===== src/rtl/hazard_stall_ctrl.sv =====
`default_nettype none
// +----------------------------------------------------------------------------+
// | hazard_stall_ctrl: D-stage stall decision for the 5-stage MIPS core.       |
// | It keeps a shadow scoreboard of the E and M stages and a mult/div busy     |
// | counter. Defining STALL_STAT_EN adds the stall_cnt and md_stall_cnt        |
// | counters.                                                                  |
// | Revision: 1.0                                                              |
// +----------------------------------------------------------------------------+
module hazard_stall_ctrl #(
  parameter int MULT_CYC = 5,
  parameter int DIV_CYC  = 10,
  parameter int CNT_W    = 4
) (
  input  logic             clk,
  input  logic             reset,
  input  logic [4:0]       d_rs,
  input  logic [4:0]       d_rt,
  input  logic [1:0]       d_tuse_rs,
  input  logic [1:0]       d_tuse_rt,
  input  logic [4:0]       d_wa,
  input  logic [1:0]       d_tnew,
  input  logic             d_md_start,
  input  logic             d_md_is_div,
  input  logic             d_md_use,
  output logic             stop,
  output logic             fd_en,
  output logic             de_clr,
  output logic             md_busy,
  output logic [CNT_W-1:0] md_cnt
`ifdef STALL_STAT_EN
  ,
  output logic [31:0]      stall_cnt,
  output logic [31:0]      md_stall_cnt
`endif
);

  localparam logic [CNT_W-1:0] MULT_LOAD = CNT_W'(MULT_CYC);
  localparam logic [CNT_W-1:0] DIV_LOAD  = CNT_W'(DIV_CYC);

  logic [4:0] e_wa;
  logic [1:0] e_tnew;
  logic [4:0] m_wa;
  logic [1:0] m_tnew;
  logic       e_md_pend;
  logic       e_md_div;

  logic       rs_haz;
  logic       rt_haz;
  logic       md_haz;
  logic       stall;

  // Register 0 is hard-wired, so it can never carry a pending result.
  always_comb begin
    rs_haz = (d_rs != 5'd0) &&
             (((d_rs == e_wa) && (d_tuse_rs < e_tnew)) ||
              ((d_rs == m_wa) && (d_tuse_rs < m_tnew)));
    rt_haz = (d_rt != 5'd0) &&
             (((d_rt == e_wa) && (d_tuse_rt < e_tnew)) ||
              ((d_rt == m_wa) && (d_tuse_rt < m_tnew)));
    md_haz = reset && d_md_use && (md_busy || e_md_pend);
    stall  = reset && (rs_haz || rt_haz || md_haz);
  end

  assign stop    = stall;
  assign fd_en   = ~stall;
  assign de_clr  = stall;
  assign md_busy = (md_cnt != '0);

  always_ff @(posedge clk) begin
    if (!reset) begin
      e_wa      <= 5'd0;
      e_tnew    <= 2'd0;
      m_wa      <= 5'd0;
      m_tnew    <= 2'd0;
      e_md_pend <= 1'b0;
      e_md_div  <= 1'b0;
      md_cnt    <= '0;
    end else begin
      m_wa   <= e_wa;
      m_tnew <= (e_tnew == 2'd0) ? 2'd0 : e_tnew - 2'd1;
      if (stall) begin
        e_wa      <= 5'd0;
        e_tnew    <= 2'd0;
        e_md_pend <= 1'b0;
        e_md_div  <= 1'b0;
      end else begin
        e_wa      <= d_wa;
        e_tnew    <= d_tnew;
        e_md_pend <= d_md_start;
        e_md_div  <= d_md_is_div;
      end
      // A mult/div reaching E reloads the counter even if it is still running.
      if (e_md_pend) begin
        md_cnt <= e_md_div ? DIV_LOAD : MULT_LOAD;
      end else if (md_cnt != '0) begin
        md_cnt <= md_cnt - 1'b1;
      end
    end
  end

`ifdef STALL_STAT_EN
  always_ff @(posedge clk) begin
    if (!reset) begin
      stall_cnt    <= 32'd0;
      md_stall_cnt <= 32'd0;
    end else begin
      if (stall) begin
        stall_cnt <= stall_cnt + 32'd1;
      end
      if (md_haz) begin
        md_stall_cnt <= md_stall_cnt + 32'd1;
      end
    end
  end
`endif

endmodule
`default_nettype wire


===== config.mk =====
export PLATFORM = sky130hd
export DESIGN_NAME = hazard_stall_ctrl
export DESIGN_NICKNAME = d
export VERILOG_FILES = /design/src/rtl/hazard_stall_ctrl.sv
export SDC_FILE = /design/constraint.sdc
export NUM_CORES = 1
export LEC_CHECK = 0
export ABC_AREA = 1
export BUFFER_PORTS_ARGS = -buffer_cell sky130_fd_sc_hd__buf_2
export CAP_MARGIN = 5
export CELL_PAD_IN_SITES_DETAIL_PLACEMENT = 1
export CELL_PAD_IN_SITES_GLOBAL_PLACEMENT = 2
export CORE_ASPECT_RATIO = 1.1
export CORE_MARGIN = 2
export CORE_UTILIZATION = 26
export CTS_CLUSTER_DIAMETER = 30
export DETAILED_ROUTE_END_ITERATION = 7
export PLACE_DENSITY = 0.83
export REMOVE_ABC_BUFFERS = 1
export SYNTH_ARGS = -nofsm -noshare
export SYNTH_HDL_FRONTEND = slang
export SYNTH_SLANG_ARGS = --single-unit
export TNS_END_PERCENT = 1

===== constraint.sdc =====
create_clock -name clk -period 2.01 [get_ports clk]
set_input_delay 0.402 -clock clk [delete_from_list [all_inputs] [get_ports clk]]
set_output_delay 0.402 -clock clk [all_outputs]
set_load 0.02 [all_outputs]

==> results of run 1 <==
## critical path: cells and delay by family, from the launching register on
family / cells / cell delay [ns]
AND/OR/NAND/NOR: 6 / 0.49
flip-flops: 1 / 0.34
AO/OA/AOI/OAI: 1 / 0.14
buffers and inverters: 3 / 0.23
adder cells (fa/ha/maj): 1 / 0.14
## cell type report
cell class / count / area [um2]
fillers: 610 / 2990
multi-input cells: 124 / 681
flip-flops and latches: 20 / 403
repair buffers: 37 / 208
inverters: 47 / 179
well taps: 56 / 70.1
clock buffers: 4 / 55.1
## where the power goes
group	leakage [nW]	internal, mW	total (mW)	switching, mW
sequential	0.166	0.464	0.518	0.0537
clock	0.0288	0.174	0.300	0.126
combinational	0.687	0.241	0.590	0.348
total	0.882	0.880	1.41	0.528
## flip-flops by register name, summed over array words and instances, names as in the netlist
| signal | cells |
|---|---|
| e_md_div | 1 |
| e_md_pend | 1 |
| e_tnew | 2 |
| e_wa | 5 |
| m_tnew | 2 |
| m_wa | 5 |
| md_cnt | 4 |
## cells in the mapped netlist
cell | count | share of area, %
a211oi_1 | 2 | 1.2
a21oi_1 | 3 | 1.2
buf_4 | 2 | 1.2
dfxtp_1 | 20 | 33
ha_1 | 7 | 7.2
inv_1 | 46 | 14
inv_2 | 1 | 0.31
nand2_1 | 54 | 17
nand2_2 | 3 | 1.5
nand3_1 | 8 | 3.3
nand3_2 | 1 | 0.82
nand4_1 | 2 | 1.0
nand4_4 | 1 | 1.7
nor2_1 | 25 | 7.7
nor3_1 | 6 | 2.5
o211ai_1 | 1 | 0.61
o21ai_0 | 4 | 1.6
o21ai_1 | 1 | 0.41
o21bai_1 | 1 | 0.61
xnor2_1 | 2 | 1.4
xor2_1 | 3 | 2.1
## stage by stage
stage	util (%)	power, mW
2_1_floorplan	-	0.894
3_3_place_gp	31.9	1.08
3_5_place_dp	31.9	1.09
4_1_cts	33.7	1.41
5_1_grt	34.8	1.53
6_report	34.8	1.41
## routing by layer
| metal | global-route usage [%] | vias to the layer above | part of all wire [%] |
|---|---|---|---|
| met2 | 21.9 | 31 | 48 |
| met3 | 1.60 | 4 | 5.0 |
| met5 | 0 | - | 0 |
| li1 | - | 652 | - |
| met1 | 15.3 | 547 | 46 |
| met4 | 4.71 | 0 | 1.6 |
## worst max-delay path by stage
| stage | to | slack (ns) |
|---|---|---|
| 2_1_floorplan | de_clr | 0.05 |
| 3_3_place_gp | de_clr | -0.002 |
| 3_5_place_dp | stop | -0.03 |
| 4_1_cts | stop | -0.05 |
| 5_1_grt | stop | -0.15 |
| 6_report | stop | -0.003 |
## cells by family after synthesis
group | after synthesis | synth area share (%)
compound gates | 12 | 5.73
xor+xnor | 5 | 3.58
fa+ha+maj | 7 | 7.16
buf+inv | 49 | 15.7
flops | 20 | 32.8
simple gates | 100 | 35.1
## what timing repair did
item / in CTS / in global routing
hold buffers: 0 / 0
endpoints found under the hold margin: 0 / 0
resized for setup: 9 / 10
endpoints found under the setup margin: 3 / 3
buffers inserted: 1 / 0
pin swaps: 7 / 11
==> key figures, run 1 <==
Floorplan
  • I/O pin count: 34
  • FP Rows: 26
  • Die area: 5270 um2
  • Die Wd: 69.4 um
  • Die Y: 75.9 um
  • Core outline area: 4590 um2
  • Starting Density: 26.7%

Worst setup path
  • CP Launch Type: register
  • CP arrival: 1.61 ns
  • Critical path class: register to output pin
  • Reg2reg start: e_tnew[1]
  • Crit Reg-Reg Endpoint: e_wa[4]
  • Crit path required time: 1.61 ns
  • Worst Setup SP: e_tnew[1]
  • Crit-path cells: inv_4, ha_4, o21bai_1, nor3_1, nand2_1, nand2_1, nand2_2, nand3_2, nand2_2, inv_2, buf_6
  • Worst Path Max Fanout: 3
  • Reg2Reg Depth: 11
  • Reg2reg setup slack: 0.52 ns
  • Critical Path Sink Type: output pin
  • Slowest-stage cell, CP: dfxtp_2
  • CP max stage delay: 0.34 ns

STA
  • Slew HR: 85.0%
  • RSZ-0062 raised after global routing: true
  • Final hold violations: 0
  • # setup viols final: 2
  • Fin. max-slew vios: 0
  • Worst setup margin: -0.00318 ns
  • Final worst-path cycle share: 100%
  • Fin crit period: 2.01 ns
  • Final setup TNS: -0.00632 ns
  • Hold_ws: 0.346 ns
  • Fmax: 497 MHz
  • Worst slew pin tran: 0.224 ns
  • Post-Route Skew: 0.00463 ns

Drt
  • DR vias: 1234
  • Final ANT Viol Nets: 0
  • Via density: 4.28
  • TritonRoute pass-1 iters: 4
  • DRC marker count from the first detailed-route iteration: 20
  • DRC errors left: 0
  • Routed length per placed instance: 10.9 um
  • Routed wire length: 3140 um

Hold path
  • Hold path cells: 3
  • Hold Path Sink: e_tnew[1]
  • Min-Delay Path Class: input pin to register
  • Min-delay src: d_tnew[1]

Synthesis
  • Post-synthesis cell type count: 21
  • Post-synthesis sequential area ratio: 32.8%
  • Post-synthesis cell count: 193
  • Synth Register Bits: 20
  • YS warnings: 0
  • Syn Std Cell Area: 1220 um2
  • Syn Area/Cell: 6.33 um2

Run
  • Max-Cap Viols: 0

Layout
  • Commonest cells after routing, fill and taps aside: nand2_1, inv_1, buf_2
  • Layout area overhead: 30.5%
  • Layout cell share with drive strength beyond 1: 25.4%
  • Most common cell after layout, fill and taps aside: nand2_1
  • Layout net count: 266
  • Design Area, Final: 1600 um2
  • Final non-filler cell total: 288
  • Number of diodes: 0

Global routing
  • Initial antenna violation count: 0
  • Total track usage: 12.5%
  • Overflow after GRT: 0
  • Vias in the first global route: 1240
  • First-pass GRT wire length: 5310 um
  • Pin count of the biggest net entering global routing: 12

Place
  • Post-Place Cells: 283
  • Port Buf Inserts: 33
  • Post-Place Worst Slack: -0.0337 ns
  • DP Area: 1470 um2
  • Hpwl dp: 2680 um
  • GPL Wtd Cong: 0.722

Clock tree
  • Clk Latency, worst-skew pair: 0.26 ns
  • CTS Sinks: 20
  • CTS tree: built
  • Reg clk slew, reported paths: 0.07 ns
  • Num CTS Buffers: 3
  • H-tree depth: 1
  • Clock tree buffer depth: 2
  • Root buffer cell: clkbuf_8

Power and ir drop
  • Pwr Density: 883 nW/um2
  • Worst IR Drop VDD: 600 uV
  • Leak: 0.882 nW

Status
  • Outcome: complete, but fails checks
  • Failing checks: negative setup slack
(Power assumes the default switching activity.)
==> run 2: changes to the inputs <==
Settings changed: GPL_TIMING_DRIVEN set to 0.
==> run 2 against run 1 <==
  * The run still ends with negative setup slack left
  * Fmax is 1.7% lower
  * Critical path type unchanged
  * Sequential share of layout area down 0.66 points
  * Cell area increased by 2.7%
  * Worst hold slack improved by 0.0097 ns
==> key figures, run 2 (same netlist as run 1, synthesis figures left out) <==
Layout
  • Fill cells: 622 (was 610)
  • Final non-filler cell total: 289 (was 288)
  • Layout area overhead: 34.0% (was 30.5%)
  • Most common cell after layout, fill and taps aside: nand2_1 (unchanged)
  • Commonest cells after routing, fill and taps aside: nand2_1, inv_1, buf_2 (unchanged)
  • Largest regs: e_wa: 5 flops, m_wa: 5 flops, md_cnt: 4 flops (unchanged)
  • Number of diodes: 0 (unchanged)
  • Layout net count: 268 (was 266)
  • Layout cell share with drive strength beyond 1: 27.9% (was 25.4%)

STA
  • # setup viols final: 3 (was 2)
  • RSZ-0062 raised after global routing: true (unchanged)
  • Final hold violations: 0 (unchanged)
  • Slew HR: 82.0% (was 85.0%)
  • Worst slew pin tran: 0.270 ns (was 0.224 ns)
  • Fmax: 488 MHz (was 497 MHz)
  • Hold_ws: 0.355 ns (was 0.346 ns)
  • Post-Route Skew: 0.00253 ns (was 0.00463 ns)
  • Final worst-path cycle share: 102% (was 100%)
  • Fin crit period: 2.05 ns (was 2.01 ns)
  • Worst setup margin: -0.0380 ns (was -0.00318 ns)
  • Fin. max-slew vios: 0 (unchanged)

Drt
  • TritonRoute pass-1 iters: 4 (unchanged)
  • Via density: 4.33 (was 4.28)
  • DRC marker count from the first detailed-route iteration: 17 (was 20)
  • DRC errors left: 0 (unchanged)
  • Routed length per placed instance: 11.6 um (was 10.9 um)
  • Routed wire length: 3340 um (was 3140 um)
  • Final ANT Viol Nets: 0 (unchanged)
  • DR vias: 1251 (was 1234)

Worst setup path
  • Crit path buf inv count: 3 (unchanged)
  • Crit path max-delay family: simple AND/OR/NAND/NOR gates (unchanged)
  • CP Launch Type: register (unchanged)
  • Crit path required time: 1.61 ns (about the same)
  • Reg2reg setup slack: 0.48 ns (was 0.52 ns)
  • Crit-path cells: inv_2, ha_4, o21ai_2, nand2_1, nor2_2, nand2_1, nand2_2, nand2_4, nand3_2, nand2_2, inv_2, buf_6 (was inv_4, ha_4, o21bai_1, nor3_1, nand2_1, nand2_1, nand2_2, nand3_2, nand2_2, inv_2, buf_6)
  • Critical Path Sink Type: output pin (unchanged)
  • CP max stage delay: 0.32 ns (was 0.34 ns)
  • CP arrival: 1.65 ns (was 1.61 ns)
  • Critical path class: register to output pin (unchanged)
  • Worst Path Max Fanout: 2 (was 3)
  • Slowest-stage cell, CP: dfxtp_2 (unchanged)

Global routing
  • Overflow after GRT: 0 (unchanged)
  • Total track usage: 12.2% (was 12.5%)
  • Pin count of the biggest net entering global routing: 12 (unchanged)
  • Vias in the first global route: 1243 (was 1240)
  • First-pass GRT wire length: 5260 um (was 5310 um)
  • Initial antenna violation count: 0 (unchanged)

Power and ir drop
  • Worst IR Drop VDD: 528 uV (was 600 uV)
  • Combinational power share: 45.3% (was 41.9%)
  • Leak: 0.890 nW (was 0.882 nW)
  • Sw frac: 38.2% (was 37.5%)
  • Pint: 864 uW (was 880 uW)
  • Sw power: 534 uW (was 528 uW)
  • Pwr Density: 854 nW/um2 (was 883 nW/um2)
  • Clock network power share: 17.4% (was 21.3%)
  • Seq pwr share: 37.3% (was 36.8%)

Floorplan
  • Core outline area: 4590 um2 (unchanged)
  • Die area: 5270 um2 (unchanged)
  • Starting Density: 26.7% (unchanged)
  • FP Rows: 26 (unchanged)
  • Die Wd: 69.4 um (unchanged)
  • I/O pin count: 34 (unchanged)
  • Die Y: 75.9 um (unchanged)

Clock tree
  • # hold bufs at CTS: 0 (unchanged)
  • Reg clk slew, reported paths: 0.07 ns (about the same)
  • CTS tree: built (unchanged)
  • Clock tree buffer depth: 2 (unchanged)
  • Num CTS Buffers: 3 (unchanged)
  • Clk Latency, worst-skew pair: 0.25 ns (was 0.26 ns)
  • H-tree depth: 1 (unchanged)
  • Root buffer cell: clkbuf_8 (unchanged)
  • CTS Sinks: 20 (unchanged)

Place
  • Port Buf Inserts: 33 (unchanged)
  • GPL Wtd Cong: 0.783 (was 0.722)
  • Post-Place Cells: 280 (was 283)
  • Hpwl dp: 2660 um (was 2680 um)

Status
  • Failing checks: negative setup slack (unchanged)
  • Outcome: complete, but fails checks (unchanged)

Hold path
  • Min-Delay Path Class: input pin to register (unchanged)

Run
  • Max-Cap Viols: 0 (unchanged)
[run 2: final cells by class]
cell class	count	area, um2	share of cell area (%)
multi-input combinational	124	722	44.1
sequential	20	403	24.6
timing repair buffer	39	223	13.6
inverter	47	179	10.9
tap	56	70.1	4.28
clock buffer	3	41.3	2.52
[run 2: repair_timing]
| item | CTS | global route |
|---|---|---|
| gates cloned | 0 | 0 |
| gates resized for setup | 10 | 17 |
| endpoints found under the setup margin | 3 | 3 |
| pin swaps | 4 | 11 |
| buffers inserted | 1 | 5 |
[run 2: worst reg2reg max path: cells and delay by family, from the launching register on]
| family | cells | cell delay [ns] |
|---|---|---|
| simple gates | 7 | 0.68 |
| fa+ha+maj | 1 | 0.25 |
| flops | 1 | 0.34 |
| buf+inv | 3 | 0.20 |
[run 2: worst paths after layout]
| kind | from | end | cells past startpoint |
|---|---|---|---|
| worst max-delay path | m_tnew[1] | de_clr | 12 |
| worst min-delay path | d_tnew[1] | e_tnew[1] | 3 |
| worst max register to register | e_tnew[1] | e_md_pend | 11 |
| worst min register to register | e_tnew[0] | m_tnew[0] | 1 |
[run 2: stage by stage]
stage / setup WS [ns] / power [mW] / TNS [ns] / utilization (%) / area (um2)
floorplan: 0.0538 / 0.894 / 0 / - / 1210
global placement: -0.0423 / 1.06 / -0.0843 / 31.5 / 1440
detailed placement: -0.0714 / 1.07 / -0.159 / 31.5 / 1440
CTS: -0.126 / 1.35 / -0.360 / 33.2 / 1520
global route: -0.167 / 1.51 / -0.480 / 35.7 / 1640
finish: -0.0380 / 1.40 / -0.0929 / 35.7 / 1640
[run 2: power by group through the flow]
stage	combinational, mW	sequential, mW	clock, mW
5_1_grt	0.710	0.531	0.273
3_3_place_gp	0.537	0.523	0
6_report	0.633	0.521	0.244
4_1_cts	0.566	0.518	0.261
3_5_place_dp	0.547	0.524	0
2_1_floorplan	0.338	0.555	0
[run 2: layer usage]
layer / global-route usage [%] / vias up / wire [um]
met1: 15.0 / 570 / 1510
met5: 0 / - / 0
met2: 22.2 / 25 / 1680
met4: 3.53 / 0 / 19
met3: 1.46 / 2 / 132
li1: - / 654 / -
==> run 3: changes to the inputs <==
Settings changed: CELL_PAD_IN_SITES_DETAIL_PLACEMENT 1 to not set, CELL_PAD_IN_SITES_GLOBAL_PLACEMENT 2 to not set, CORE_UTILIZATION 26 to 51, PLACE_DENSITY 0.83 to 0.84.
==> run 3 against run 2 <==
  * Critical endpoint unchanged
  * Sequential power down 2%
  * Final cell count decreased by 9.7%
  * Largest power group unchanged
  * Worst setup slack lost 0.053 ns
  * The flow still finishes with violations (negative setup slack)
  * Flip-flop and latch count stayed put
  * Critical path depth unchanged
  * Die area decreased by 47%
  * Clock power is 31% higher
==> key figures, run 3 (same netlist as run 1, synthesis figures left out) <==
Status
  • Outcome: complete, but fails checks (unchanged)
  • Failing checks: negative setup slack (unchanged)

Layout
  • Layout cell share with drive strength beyond 1: 23.4% (was 27.9%)
  • Final core occ: 67.5% (was 35.7%)
  • Commonest cells after routing, fill and taps aside: nand2_1, inv_1, buf_2 (unchanged)
  • Final non-filler cell total: 261 (was 289)
  • Most common cell after layout, fill and taps aside: nand2_1 (unchanged)
  • Largest regs: e_wa: 5 flops, m_wa: 5 flops, md_cnt: 4 flops (unchanged)
  • Number of diodes: 0 (unchanged)
  • Layout area overhead: 24.4% (was 34.0%)
  • Layout net count: 265 (was 268)

Clock tree
  • Clock tree buffer depth: 2 (unchanged)
  • Root buffer cell: clkbuf_4 (was clkbuf_8)
  • Clk Latency, worst-skew pair: 0.30 ns (was 0.25 ns)
  • CTS Sinks: 20 (unchanged)
  • Num CTS Buffers: 3 (unchanged)
  • CTS tree: built (unchanged)
  • H-tree depth: 1 (unchanged)
  • Reg clk slew, reported paths: 0.11 ns (was 0.07 ns)

Drt
  • Routed wire length: 2440 um (was 3340 um)
  • Via density: 4.60 (was 4.33)
  • Final ANT Viol Nets: 0 (unchanged)
  • DR vias: 1201 (was 1251)
  • Routed length per placed instance: 9.36 um (was 11.6 um)
  • DRC errors left: 0 (unchanged)
  • DRC marker count from the first detailed-route iteration: 21 (was 17)
  • TritonRoute pass-1 iters: 4 (unchanged)

Worst setup path
  • CP Launch Type: register (unchanged)
  • Critical path class: register to output pin (unchanged)
  • Crit path required time: 1.61 ns (about the same)
  • Crit-path cells: inv_2, ha_1, o21ai_1, nand2_1, nor2_1, nand2_1, nand2_2, nand2_2, nand3_2, nand2_2, inv_2, buf_6 (was inv_2, ha_4, o21ai_2, nand2_1, nor2_2, nand2_1, nand2_2, nand2_4, nand3_2, nand2_2, inv_2, buf_6)
  • Worst path most repeated cell: nand2_2
  • Crit path max-delay family: simple AND/OR/NAND/NOR gates (unchanged)
  • Slowest-stage cell, CP: dfxtp_2 (unchanged)
  • Crit path buf inv count: 3 (unchanged)
  • Worst Path Max Fanout: 2 (unchanged)
  • CP max stage delay: 0.34 ns (was 0.32 ns)
  • Critical Path Sink Type: output pin (unchanged)
  • CP arrival: 1.70 ns (was 1.65 ns)

Power and ir drop
  • Pint: 884 uW (was 864 uW)
  • Clock network power share: 23.2% (was 17.4%)
  • Sw frac: 35.8% (was 38.2%)
  • Worst IR Drop VDD: 843 uV (was 528 uV)
  • Leak: 0.872 nW (was 0.890 nW)
  • Seq pwr share: 37.2% (was 37.3%)
  • Pwr Density: 905 nW/um2 (was 854 nW/um2)
  • Total chip power: 1.38 mW (was 1.40 mW)
  • Combinational power share: 39.7% (was 45.3%)
  • Sw power: 492 uW (was 534 uW)

Global routing
  • Most Crowded Layer GR: met2 (unchanged)
  • Pin count of the biggest net entering global routing: 13 (was 12)
  • Total track usage: 19.3% (was 12.2%)
  • Met3 usage in global routing: 1.62% (was 1.46%)
  • Initial antenna violation count: 0 (unchanged)
  • Met2 Resource Use GR: 33.3% (was 22.2%)
  • Vias in the first global route: 1088 (was 1243)
  • GRT met1 Usage: 25.2% (was 15.0%)
  • First-pass GRT wire length: 4350 um (was 5260 um)
  • Overflow after GRT: 0 (unchanged)

Floorplan
  • I/O pin count: 34 (unchanged)
  • FP Rows: 18 (was 26)
  • Die Y: 55.3 um (was 75.9 um)
  • Starting Density: 54.3% (was 26.7%)
  • Die area: 2800 um2 (was 5270 um2)
  • Die Wd: 50.7 um (was 69.4 um)
  • Core outline area: 2250 um2 (was 4590 um2)

STA
  • Fin crit period: 2.10 ns (was 2.05 ns)
  • Final worst-path cycle share: 105% (was 102%)
  • Post-Route Skew: 0.0122 ns (was 0.00253 ns)
  • Fin. max-slew vios: 0 (unchanged)
  • Worst slew pin tran: 0.243 ns (was 0.270 ns)
  • Final hold violations: 0 (unchanged)
  • # setup viols final: 3 (unchanged)
  • Worst setup margin: -0.0912 ns (was -0.0380 ns)
  • Slew HR: 83.7% (was 82.0%)
  • Fmax: 476 MHz (was 488 MHz)
  • RSZ-0062 raised after global routing: true (unchanged)

Place
  • Post-Place Worst Slack: -0.0212 ns (was -0.0714 ns)
  • GPL Wtd Cong: 0.932 (was 0.783)
  • Post-Place Cells: 254 (was 280)
  • Hpwl dp: 2000 um (was 2660 um)
  • Port Buf Inserts: 33 (unchanged)

Run
  • Max-Cap Viols: 0 (unchanged)

Hold path
  • Min-Delay Path Class: input pin to register (unchanged)
-- run 3: worst reg2reg max path, stage by stage, from the launching register on --
cell and delay (ns):
dfxtp_2 0.34, inv_2 0.04, ha_1 0.27, o21ai_1 0.07
nand2_1 0.07, nor2_1 0.10, nand2_1 0.07, nand2_2 0.07
nand2_2 0.06, buf_4 0.14, nand4_4 0.13, nor2_1 0.06
-- run 3: worst paths after layout --
| path | from | to | slack [ns] | cells past startpoint |
|---|---|---|---|---|
| hold / removal | d_tnew[1] | e_tnew[1] | 0.30 | 3 |
| hold reg to reg | e_tnew[0] | m_tnew[0] | 0.43 | 1 |
| setup reg to reg | m_tnew[1] | e_wa[0] | 0.49 | 11 |
| setup / recovery | m_tnew[1] | de_clr | -0.09 | 12 |
-- run 3: repair_timing --
item                                    4_1_cts  5_1_grt
resized for setup                            10        5
buffers inserted                              3        0
endpoints found under the setup margin        3        3
pin swaps                                     6       13
hold buffers                                  0        0
-- run 3: per-layer routing --
metal	routed length, um	share of wire, %	up-vias
li1	-	-	651
met1	1140	47	518
met2	1170	48	30
met3	124	5.1	2
met4	14	0.57	0
met5	0	0	-
-- run 3: cell type report --
cell class | count | area (um2)
multi-input combinational | 124 | 651
fill | 208 | 732
tap | 30 | 37.5
clock buffer | 3 | 22.5
clock inverter | 1 | 30.0
sequential | 20 | 403
inverter | 47 | 176
timing repair buffer | 36 | 200
-- run 3: power groups by stage --
| stage | sequential, mW | clock, mW | combinational [mW] |
|---|---|---|---|
| 2_1_floorplan | 0.555 | 0 | 0.338 |
| 3_3_place_gp | 0.518 | 0 | 0.518 |
| 3_5_place_dp | 0.518 | 0 | 0.527 |
| 4_1_cts | 0.510 | 0.322 | 0.549 |
| 5_1_grt | 0.524 | 0.337 | 0.624 |
| 6_report | 0.511 | 0.319 | 0.546 |
-- run 3: metrics by stage --
stage	hold slack, ns	setup TNS [ns]	cell area [um2]
after floorplan	0.400	0	1210
after global placement	0.409	0	1410
after detailed placement	0.410	-0.0399	1410
after CTS	0.295	-0.307	1520
after global routing	0.303	-0.645	1520
final	0.297	-0.246	1520
